$ cat config.mk
export PLATFORM = sky130hd
export DESIGN_NAME = weight_seq_ctrl
export DESIGN_NICKNAME = d
export VERILOG_FILES = /design/src/rtl/weight_seq_ctrl.sv
export SDC_FILE = /design/constraint.sdc
export NUM_CORES = 1
export LEC_CHECK = 0
export BUFFER_PORTS_ARGS = -buffer_cell sky130_fd_sc_hd__buf_2
export CELL_PAD_IN_SITES_DETAIL_PLACEMENT = 1
export CELL_PAD_IN_SITES_GLOBAL_PLACEMENT = 2
export CORE_MARGIN = 2
export CORE_UTILIZATION = 25
export DETAILED_ROUTE_END_ITERATION = 12
export GPL_TIMING_DRIVEN = 0
export PLACE_DENSITY = 0.85
export SLEW_MARGIN = 20
export SYNTH_ARGS = -nofsm -noshare
export SYNTH_HDL_FRONTEND = slang
export SYNTH_SLANG_ARGS = --single-unit
$ cat constraint.sdc
create_clock -name clk -period 1.6 [get_ports clk]
set_input_delay 0.16 -clock clk [delete_from_list [all_inputs] [get_ports clk]]
set_output_delay 0.16 -clock clk [all_outputs]
set_load 0.05 [all_outputs]
$ cat src/rtl/weight_seq_ctrl.sv
// weight_seq_ctrl: streams weight-memory address pairs and serialises updates.
// Define WSEQ_ABORT_EN to add an abort input that cancels a running sweep.
module weight_seq_ctrl #(
    parameter int ADDR_WIDTH = 4,
    parameter int DATA_WIDTH = 16,
    parameter int DEPTH      = 9
) (
    input  logic                  clk,
    input  logic                  rst_n,
`ifdef WSEQ_ABORT_EN
    input  logic                  abort,
`endif
    input  logic                  start,
    output logic                  busy,
    output logic                  done,
    input  logic                  upd_req,
    input  logic [ADDR_WIDTH-1:0] upd_addr,
    input  logic [DATA_WIDTH-1:0] upd_data,
    output logic                  upd_ack,
    output logic                  upd_err,
    output logic [ADDR_WIDTH-1:0] mem_read_addr_1,
    output logic [ADDR_WIDTH-1:0] mem_read_addr_2,
    input  logic [DATA_WIDTH-1:0] mem_read_data_1,
    input  logic [DATA_WIDTH-1:0] mem_read_data_2,
    output logic                  mem_write_en,
    output logic [ADDR_WIDTH-1:0] mem_write_addr,
    output logic [DATA_WIDTH-1:0] mem_write_data,
    output logic                  pair_valid,
    input  logic                  pair_ready,
    output logic [DATA_WIDTH-1:0] pair_w1,
    output logic [DATA_WIDTH-1:0] pair_w2,
    output logic                  pair_last
);

    localparam int            IW  = ADDR_WIDTH + 1;
    localparam logic [IW-1:0] DEP = IW'(DEPTH);
    localparam logic [IW-1:0] ONE = IW'(1);
    localparam logic [IW-1:0] TWO = IW'(2);

    typedef enum logic [1:0] {IDLE, WR, SWEEP} state_t;

    state_t                state_q, state_d;
    logic [IW-1:0]         idx_q, idx_d;
    logic                  pend_q, pend_d;
    logic                  valid_q, valid_d;
    logic                  last_q, last_d;
    logic [DATA_WIDTH-1:0] w1_q, w1_d, w2_q, w2_d;
    logic                  done_q, done_d;
    logic                  ack_q, ack_d, err_q, err_d;
    logic                  we_q, we_d;
    logic [ADDR_WIDTH-1:0] wa_q, wa_d;
    logic [DATA_WIDTH-1:0] wd_q, wd_d;

    logic [IW-1:0] fetch, fetch1;
    logic          fetch_ok, fetch1_ok, upd_ok, go, capture, abort_i;

    // Read port always points at the pair that would be captured this edge
    assign fetch     = (state_q == SWEEP) ? idx_q + TWO : '0;
    assign fetch1    = fetch + ONE;
    assign fetch_ok  = fetch < DEP;
    assign fetch1_ok = fetch1 < DEP;
    assign upd_ok    = {1'b0, upd_addr} < DEP;
    assign go        = pend_q | start;

`ifdef WSEQ_ABORT_EN
    assign abort_i = abort;
`else
    assign abort_i = 1'b0;
`endif

    assign mem_read_addr_1 = fetch_ok ? fetch[ADDR_WIDTH-1:0] : '0;
    assign mem_read_addr_2 = fetch1_ok ? fetch1[ADDR_WIDTH-1:0] : '0;

    always_comb begin
        state_d = state_q;
        idx_d   = idx_q;
        pend_d  = pend_q | start;
        valid_d = valid_q;
        last_d  = last_q;
        w1_d    = w1_q;
        w2_d    = w2_q;
        done_d  = 1'b0;
        ack_d   = 1'b0;
        err_d   = 1'b0;
        we_d    = 1'b0;
        wa_d    = wa_q;
        wd_d    = wd_q;
        capture = 1'b0;
        unique case (state_q)
            IDLE: begin
                if (upd_req) begin
                    state_d = WR;
                    ack_d   = 1'b1;
                    err_d   = !upd_ok;
                    we_d    = upd_ok;
                    wa_d    = upd_addr;
                    wd_d    = upd_data;
                end else if (go) begin
                    capture = 1'b1;
                    pend_d  = 1'b0;
                    state_d = SWEEP;
                end
            end
            WR: begin
                // Write commits at the negedge, so a sweep may read it at once
                if (go) begin
                    capture = 1'b1;
                    pend_d  = 1'b0;
                    state_d = SWEEP;
                end else begin
                    state_d = IDLE;
                end
            end
            SWEEP: begin
                if (abort_i) begin
                    valid_d = 1'b0;
                    idx_d   = '0;
                    pend_d  = 1'b0;
                    state_d = IDLE;
                end else if (valid_q && pair_ready) begin
                    if (!last_q) begin
                        capture = 1'b1;
                        idx_d   = fetch;
                    end else begin
                        valid_d = 1'b0;
                        done_d  = 1'b1;
                        idx_d   = '0;
                        state_d = IDLE;
                    end
                end
            end
            default: state_d = IDLE;
        endcase
        if (capture) begin
            valid_d = 1'b1;
            w1_d    = mem_read_data_1;
            w2_d    = fetch1_ok ? mem_read_data_2 : '0;
            last_d  = (fetch + TWO) >= DEP;
        end
    end

    always_ff @(posedge clk or negedge rst_n) begin
        if (!rst_n) begin
            state_q <= IDLE;
            idx_q   <= '0;
            pend_q  <= 1'b0;
            valid_q <= 1'b0;
            last_q  <= 1'b0;
            w1_q    <= '0;
            w2_q    <= '0;
            done_q  <= 1'b0;
            ack_q   <= 1'b0;
            err_q   <= 1'b0;
            we_q    <= 1'b0;
            wa_q    <= '0;
            wd_q    <= '0;
        end else begin
            state_q <= state_d;
            idx_q   <= idx_d;
            pend_q  <= pend_d;
            valid_q <= valid_d;
            last_q  <= last_d;
            w1_q    <= w1_d;
            w2_q    <= w2_d;
            done_q  <= done_d;
            ack_q   <= ack_d;
            err_q   <= err_d;
            we_q    <= we_d;
            wa_q    <= wa_d;
            wd_q    <= wd_d;
        end
    end

    assign busy           = (state_q != IDLE) | pend_q;
    assign done           = done_q;
    assign upd_ack        = ack_q;
    assign upd_err        = err_q;
    assign mem_write_en   = we_q;
    assign mem_write_addr = wa_q;
    assign mem_write_data = wd_q;
    assign pair_valid     = valid_q;
    assign pair_w1        = w1_q;
    assign pair_w2        = w2_q;
    assign pair_last      = last_q;

endmodule
==> results.py, run 1 <==
metrics = {
    "sta": {
        "fmax_ghz": 0.5063,
        "holdWs_ns": 0.01547,
        "worst_pin_slew_ns": 0.5012,
        "fin_skew_ns": 0.008126,
        "setup_ws_ns": -0.3751,
        "finalCriticalPeriod_ns": 1.975,
        "rsz0062_at_grt": "yes",
        "relSlewSlack": 0.6659,
        "post-route-period-util": 1.234,
        "hold_violations": 0,
        "slew_violations": 0,
        "finalSetupViolations": 66,
    },
    "cells_and_area": {
        "fin_nets": 493,
        "num-fill-cells": 1214,
        "areaGrowthSynthToFinish_pct": 70.49,
        "multi_input_area_mm2": 0.001345,
        "fin_util": 0.4360,
        "num_antenna_cells": 0,
        "seqCellArea_mm2": 0.001654,
        "drive_gt1_frac": 0.5831,
        "fin_cells": 579,
    },
    "placed_design": {
        "dp_hpwl_mm": 5.738,
        "dp_slack_ns": -0.4106,
        "dp.cells": 522,
        "portBuffers": 123,
        "gp_congestion": 0.7098,
    },
    "synthesis": {
        "synth.area.top_cells": "dfrtp_1, nand2_1, mux2_2",
        "synth_edf_count": 0,
        "ys_dominant_reg_cell": "dfrtp_1",
        "yosysTopAreaCell": "dfrtp_1",
        "syn_area_per_cell_um2": 10.70,
        "synthCells": 258,
        "syn_nets": 317,
        "ys_warn_count": 0,
        "async_reset_ff_frac": 1.000,
        "synth_top_cells_by_count": "nand2_1, dfrtp_1, mux2_2, o21ai_0, o21ai_1",
        "syn_area_mm2": 0.002760,
        "synth_top_cell_area_share": 0.5984,
        "synth_most_common_cell": "nand2_1",
        "ys_types": 36,
        "seq_area_frac_synth": 0.5984,
        "synth-seq-cells": 66,
    },
    "detailed_routing": {
        "ant_nets": 0,
        "routed_wl_mm": 8.951,
        "first_iter_violations": 73,
        "dr.pass1.iters": 3,
        "wl_per_cell_um": 15.46,
        "vias_per_cell": 4.413,
        "drc": 0,
        "vias": 2555,
    },
    "setup_path": {
        "r2r_cells": 8,
        "cp.arrival_ns": 1.82,
        "cp-end-kind": "output port",
        "cp.depth": 7,
        "worst-path-buf-inv": 1,
        "crit_chain": "ha_4 > nand2_4 > ha_4 > nor2b_4 > o21ai_4 > nor2_4 > buf_8",
        "critPathMaxFanout": 4,
        "path_class": "flip-flop to output port",
        "critPathTopFamily": "flip-flops",
        "r2r_setup_slack_ns": -0.37,
        "slowest_stage": "dfrtp_2",
        "timing.rr.start": "state_q[1]",
        "crit_path_max_incr_delay_ns": 0.46,
        "critPathRequiredTime_ns": 1.44,
        "critical_path.most_common_cell": "ha_4",
        "rr_endpoint": "mem_write_data[7]",
        "start_kind": "flip-flop",
    },
    "die": {
        "dieArea_mm2": 0.01190,
        "die_w_um": 109.1,
        "initial_core_util": 0.2557,
        "row_count": 38,
        "coreArea_mm2": 0.01079,
        "io_pins": 124,
        "die_h_um": 109.1,
    },
    "global_routing": {
        "grt_pass1_vias": 2821,
        "grt_first_pass_wirelength_mm": 13.97,
        "grt_max_degree": 35,
        "grt_overflow_total": 0,
        "track_usage": 0.1523,
        "antenna_found_initial": 0,
    },
    "cts": {
        "htreeDepth": 3,
        "clkLatencyLatePin_ns": 0.34,
        "cts_inserted_buffers": 9,
        "clkSlewWorstSetupHoldPaths_ns": 0.08,
        "clock_path_buffers": 2,
        "cts_tree": "built",
        "clockRootBuffer": "clkbuf_8",
        "cts.sinks": 66,
    },
    "status": {
        "status": "complete, but fails checks",
        "violations": "setup timing",
    },
    "min_path": {
        "worstHoldEndpoint": "pair_w1[10]",
        "holdPathStages": 3,
        "holdCritStartpoint": "mem_read_data_1[10]",
        "hp-class": "input pin to flip-flop",
    },
    "flow_run": {
        "drv_cap": 0,
    },
}
==> flip-flops by register name (all words and copies together) (netlist names), 2 cells and up <==
| name | cells |
|---|---|
| mem_write_data | 16 |
| pair_w1 | 16 |
| pair_w2 | 16 |
| idx_q | 5 |
| mem_write_addr | 4 |
| state_q | 2 |
==> layout make-up <==
| type | instances | share of cell area |
|---|---|---|
| sequential | 66 | 0.3515 |
| multi-input combinational | 178 | 0.2858 |
| timing repair buffer | 165 | 0.2417 |
| tap | 140 | 0.03722 |
| buffer | 12 | 0.02925 |
| clock inverter | 7 | 0.02659 |
| clock buffer | 9 | 0.02632 |
| inverter | 2 | 0.001595 |
==> cell families (layout without fill, tap and decap cells) <==
group	Yosys count	count (layout)	share of synthesized area
adder cells (fa/ha/maj)	2	2	0.009065
AO/OA/AOI/OAI	29	29	0.06392
flip-flops	66	66	0.5984
buffers and inverters	14	195	0.02674
XOR/XNOR	2	2	0.006347
multiplexers	22	22	0.09474
AND/OR/NAND/NOR	123	123	0.2008
==> worst register-to-register path, delay by kind of cell, from the launching register on <==
kind          cells  cell delay (ns)
simple gates      1             0.37
buf+inv           6             0.79
mux               1             0.30
flops             1             0.40
==> how the worst max path moves through the flow <==
stage,end,startpoint
2_1_floorplan,mem_read_addr_2[1],state_q[1]
3_3_place_gp,pair_w2[11],state_q[1]
3_5_place_dp,pair_w2[11],state_q[1]
4_1_cts,mem_read_addr_1[2],state_q[0]
5_1_grt,mem_read_addr_2[1],state_q[1]
6_report,mem_read_addr_1[2],idx_q[1]
==> routing by layer <==
metal / track usage / wire [µm] / up-vias
met1: 0.1756 / 3662 / 1243
li1: - / - / 1213
met4: 0.05678 / 129 / 0
met3: 0.04782 / 598 / 13
met5: 0 / 0 / -
met2: 0.2635 / 4560 / 86
==> cell usage in the layout (no fill, tap or decap), types with 3 or more instances in the layout <==
| cell | n |
|---|---|
| buf_8 | 7 |
| dlygate4sd3_1 | 5 |
| buf_6 | 23 |
| bufinv_16 | 3 |
| buf_4 | 21 |
| nand2_2 | 14 |
| clkinv_4 | 3 |
| nor2_2 | 3 |
| dfrtp_1 | 64 |
| o21ai_0 | 5 |
| mux2_4 | 20 |
| nand2b_4 | 3 |
| nand3_2 | 3 |
| o21ai_1 | 15 |
| nand2_1 | 74 |
| clkbuf_8 | 9 |
| buf_2 | 115 |
==> repair_timing <==
action | 4_1_cts | 5_1_grt
hold buffers | 5 | 0
gates cloned | 3 | 1
endpoints found under the hold margin | 36 | 0
gates resized for setup | 77 | 33
pin swaps | 9 | 6
buffers inserted | 23 | 9
endpoints found under the setup margin | 61 | 68
==> per-stage QoR <==
step	area (µm²)	TNS [ns]
2_1_floorplan	2897	-0.7902
3_3_place_gp	3687	-11.86
3_5_place_dp	3710	-12.66
4_1_cts	4523	-9.726
5_1_grt	4706	-24.63
6_report	4706	-18.67
Power of run 1 is left out: the tool's default activity adds up to more than one toggle a clock period on the data nets, which glitch-free logic cannot reach.
==> run 2, diff against run 1 <==
- CTS_BUF_LIST: default -> sky130_fd_sc_hd__clkbuf_8 sky130_fd_sc_hd__clkbuf_16
- PLACE_DENSITY: 0.85 -> 0.88
- TNS_END_PERCENT: default -> 30
==> results.py, run 2 (synthesis gave the netlist of run 1 again) <==
metrics = {
    "sta": {
        "rsz0062_at_grt": "yes",
        "finalSetupViolations": 56,
        "tns_ns": -10.99,
        "finalCriticalPeriod_ns": 1.977,
        "hold_violations": 0,
        "fin_skew_ns": 0.005471,
        "relSlewSlack": 0.6989,
        "worst_pin_slew_ns": 0.4516,
        "setup_ws_ns": -0.3769,
        "slew_violations": 0,
        "post-route-period-util": 1.236,
        "fmax_ghz": 0.5058,
    },
    "detailed_routing": {
        "ant_nets": 0,
        "dr.pass1.iters": 4,
        "vias_per_cell": 4.352,
        "drc": 0,
        "wl_per_cell_um": 14.45,
        "first_iter_violations": 46,
        "vias": 2520,
        "routed_wl_mm": 8.366,
    },
    "cts": {
        "clock_path_buffers": 2,
        "cts.sinks": 66,
        "clkSlewWorstSetupHoldPaths_ns": 0.07,
        "htreeDepth": 3,
        "clockRootBuffer": "clkbuf_8",
        "cts_inserted_buffers": 9,
        "clkLatencyLatePin_ns": 0.34,
        "cts_tree": "built",
    },
    "placed_design": {
        "portBuffers": 123,
        "dp_hpwl_mm": 5.842,
        "dpl_cell_area_mm2": 0.003709,
        "gp_congestion": 0.7698,
    },
    "cells_and_area": {
        "fin_util": 0.4147,
        "final_cell_mix": "buf_2, nand2_1, dfrtp_1",
        "layout_commonest_cell": "buf_2",
        "num_antenna_cells": 0,
        "final_area_mm2": 0.004476,
        "drive_gt1_frac": 0.5444,
        "areaGrowthSynthToFinish_pct": 62.15,
        "fin_nets": 493,
    },
    "setup_path": {
        "critPathMaxFanout": 3,
        "worst-path-buf-inv": 3,
        "slowest_stage": "dfrtp_1",
        "path_class": "flip-flop to output port",
        "crit_path_max_incr_delay_ns": 0.39,
        "critPathTopFamily": "buffers and inverters",
        "startpoint": "state_q[1]",
        "critical_path.most_common_cell": "buf_6",
        "start_kind": "flip-flop",
        "critPathRequiredTime_ns": 1.44,
        "crit_chain": "buf_6 > and3b_2 > mux2i_4 > buf_6 > o21ai_4 > nor2_4 > buf_6",
        "cp.arrival_ns": 1.82,
        "cp-end-kind": "output port",
        "timing.rr.start": "state_q[1]",
    },
    "global_routing": {
        "grt_first_pass_wirelength_mm": 13.42,
        "grt_max_degree": 35,
        "track_usage": 0.1488,
        "grt_pass1_vias": 2746,
        "grt_overflow_total": 0,
        "antenna_found_initial": 1,
    },
    "die": {
        "initial_core_util": 0.2557,
        "die_w_um": 109.1,
        "dieArea_mm2": 0.01190,
        "coreArea_mm2": 0.01079,
        "row_count": 38,
        "io_pins": 124,
        "die_h_um": 109.1,
    },
    "flow_run": {
        "drv_cap": 0,
    },
    "min_path": {
        "hp-class": "input pin to flip-flop",
        "holdCritStartpoint": "mem_read_data_1[2]",
    },
    "status": {
        "violations": "setup timing",
        "status": "complete, but fails checks",
    },
}
==> run 2: timing repair <==
action | in CTS | in global routing
buffers inserted | 24 | 5
pin swaps | 16 | 2
endpoints found under the setup margin | 61 | 64
gates cloned | 1 | 0
hold buffers | 12 | 0
hold endpoints to repair | 44 | 0
resized for setup | 57 | 13
==> run 2: worst paths after layout <==
path	endpoint	cells after the start	slack, ns
max in group asynchronous	pair_w2[12]	3	0.73
worst min-delay path	pair_w1[2]	3	0.02
min in group asynchronous	mem_write_addr[1]	2	0.34
worst max register to register	pair_w2[7]	8	-0.36
worst max-delay path	mem_read_addr_1[1]	7	-0.38
worst min register to register	pair_w1[8]	2	0.47
==> run 2: tightest hold or removal path: cells and delay by family <==
family	cells	cell delay [ns]
buffers and inverters	1	0.08
and+or+nand+nor	2	0.09
==> run 2: cell type report <==
cell class                 count  area (µm²)
buffer                        12       135.1
clock buffer                  10       137.6
clock inverter                 6       32.53
fill                        1238        6317
inverter                       2       7.507
multi-input combinational    178        1272
sequential                    66        1653
tap                          140       175.2
timing repair buffer         165        1062
==> run 2: metal layers <==
metal  global-route usage  vias to the layer above  wire (µm)
met5                    0                        -          0
met4              0.06960                        0        173
met2               0.2644                       63       4544
li1                     -                     1204          -
met3              0.03646                       13        417
met1               0.1664                     1240       3231
==> run 2: through the flow <==
stage / hold slack, ns / setup WS [ns] / cells
2_1_floorplan: -0.1356 / -0.1520 / 258
3_3_place_gp: 0.3568 / -0.3451 / 521
3_5_place_dp: 0.1461 / -0.4102 / 522
4_1_cts: 0.001157 / -0.3979 / 574
5_1_grt: 0.02784 / -0.4694 / 579
6_report: 0.02075 / -0.3769 / 579
Power of run 2 is left out for the same reason.
==> run 3, diff against run 2 <==
- CAP_MARGIN: default -> 20
- CORE_ASPECT_RATIO: default -> 1.2
- CTS_BUF_LIST: sky130_fd_sc_hd__clkbuf_8 sky130_fd_sc_hd__clkbuf_16 -> sky130_fd_sc_hd__clkbuf_4 sky130_fd_sc_hd__clkbuf_8 sky130_fd_sc_hd__clkbuf_16
==> results.py, run 3 (synthesis gave the netlist of run 1 again) <==
metrics = {
    "die": {
        "die_h_um": 119.1,
        "initial_core_util": 0.2537,
        "coreArea_mm2": 0.01088,
        "io_pins": 124,
        "row_count": 42,
        "dieArea_mm2": 0.01190,
        "die_w_um": 99.92,
    },
    "setup_path": {
        "start_kind": "flip-flop",
        "cp.arrival_ns": 1.84,
        "r2r_setup_slack_ns": -0.28,
        "cp-end-kind": "output port",
        "critPathRequiredTime_ns": 1.44,
        "critPathMaxFanout": 5,
        "path_class": "flip-flop to output port",
    },
    "sta": {
        "worst_pin_slew_ns": 0.3988,
        "fin_skew_ns": 0.004781,
        "relSlewSlack": 0.7333,
        "finalSetupViolations": 63,
        "slew_violations": 0,
        "hold_violations": 0,
        "fmax_ghz": 0.5003,
        "post-route-period-util": 1.249,
        "setup_ws_ns": -0.3988,
        "finalCriticalPeriod_ns": 1.999,
        "rsz0062_at_grt": "yes",
    },
    "cts": {
        "cts_inserted_buffers": 9,
        "clkSlewWorstSetupHoldPaths_ns": 0.06,
        "cts_tree": "built",
        "clock_path_buffers": 2,
        "cts.sinks": 66,
        "clkLatencyLatePin_ns": 0.33,
        "htreeDepth": 3,
        "clockRootBuffer": "clkbuf_16",
    },
    "placed_design": {
        "dp_hpwl_mm": 6.111,
        "portBuffers": 123,
        "gp_congestion": 0.7803,
        "dp_slack_ns": -0.4018,
        "dp.cells": 514,
    },
    "cells_and_area": {
        "fin_util": 0.4259,
        "areaGrowthSynthToFinish_pct": 67.86,
        "num_antenna_cells": 0,
        "num-fill-cells": 1229,
        "final_cell_mix": "buf_2, nand2_1, dfrtp_1",
        "fin_cells": 558,
        "layout_commonest_cell": "buf_2",
        "fin_nets": 480,
        "drive_gt1_frac": 0.5869,
    },
    "global_routing": {
        "use_met3": 0.03110,
        "use_met2": 0.2736,
        "grt_max_degree": 40,
        "grt_use_met1": 0.1768,
        "grt_first_pass_wirelength_mm": 14.26,
        "grt_pass1_vias": 2841,
        "antenna_found_initial": 0,
        "grt_overflow_total": 0,
        "busiest_layer": "met2",
        "track_usage": 0.1555,
    },
    "detailed_routing": {
        "drc": 0,
        "ant_nets": 0,
        "first_iter_violations": 37,
        "routed_wl_mm": 8.836,
        "dr.pass1.iters": 4,
        "vias_per_cell": 4.581,
        "vias": 2556,
        "wl_per_cell_um": 15.84,
    },
    "status": {
        "status": "complete, but fails checks",
        "violations": "setup timing",
    },
    "min_path": {
        "hp-class": "input pin to flip-flop",
    },
    "flow_run": {
        "drv_cap": 0,
    },
}
==> run 3: final timing paths <==
path | start | end | cells past startpoint
min in group asynchronous | rst_n | mem_write_data[2] | 2
max in group asynchronous | rst_n | mem_write_data[7] | 3
worst min-delay path | mem_read_data_1[5] | pair_w1[5] | 3
worst min register to register | pair_w1[14] | pair_w1[14] | 2
worst max-delay path | state_q[1] | mem_read_addr_2[1] | 7
worst max register to register | idx_q[1] | pair_last | 7
==> run 3: repair_timing <==
| action | CTS | global route |
|---|---|---|
| gates resized for setup | 60 | 44 |
| pin swaps | 11 | 15 |
| endpoints found under the hold margin | 27 | 0 |
| setup buffers | 20 | 5 |
| gates cloned | 2 | 0 |
| hold buffers | 1 | 0 |
| setup endpoints to repair | 61 | 63 |
==> run 3: final cells by class <==
cell class / count / area [µm²] / area share
plain buffers: 12 / 153.9 / 0.03322
clock buffers: 11 / 240.2 / 0.05185
clock inverters: 5 / 78.83 / 0.01701
inverters: 2 / 7.507 / 0.001620
multi-input cells: 178 / 1366 / 0.2949
flip-flops and latches: 66 / 1653 / 0.3567
well taps: 132 / 165.2 / 0.03565
repair buffers: 152 / 968.4 / 0.2090
==> run 3: metrics by stage <==
stage	TNS [ns]	hold slack, ns	instance area (µm²)
global placement	-12.47	0.3596	3676
detailed placement	-14.45	0.1121	3699
finish	-9.902	0.02230	4633
floorplan	-0.8901	-0.1356	2895
CTS	-5.897	0.01298	4453
global route	-13.64	0.03334	4633
==> run 3: critical path, stage by stage (launching register included) <==
cell     delay (ns)
dfrtp_1        0.40
buf_6          0.14
and3b_1        0.19
mux2i_4        0.17
buf_12         0.15
nand2_8        0.08
nor4_4         0.17
buf_6          0.20
==> run 3: per-layer routing <==
layer | vias to the layer above | wire [µm]
met4 | 0 | 228
li1 | 1181 | -
met5 | - | 0
met1 | 1278 | 3436
met2 | 80 | 4773
met3 | 17 | 398
Power of run 3 is left out for the same reason.
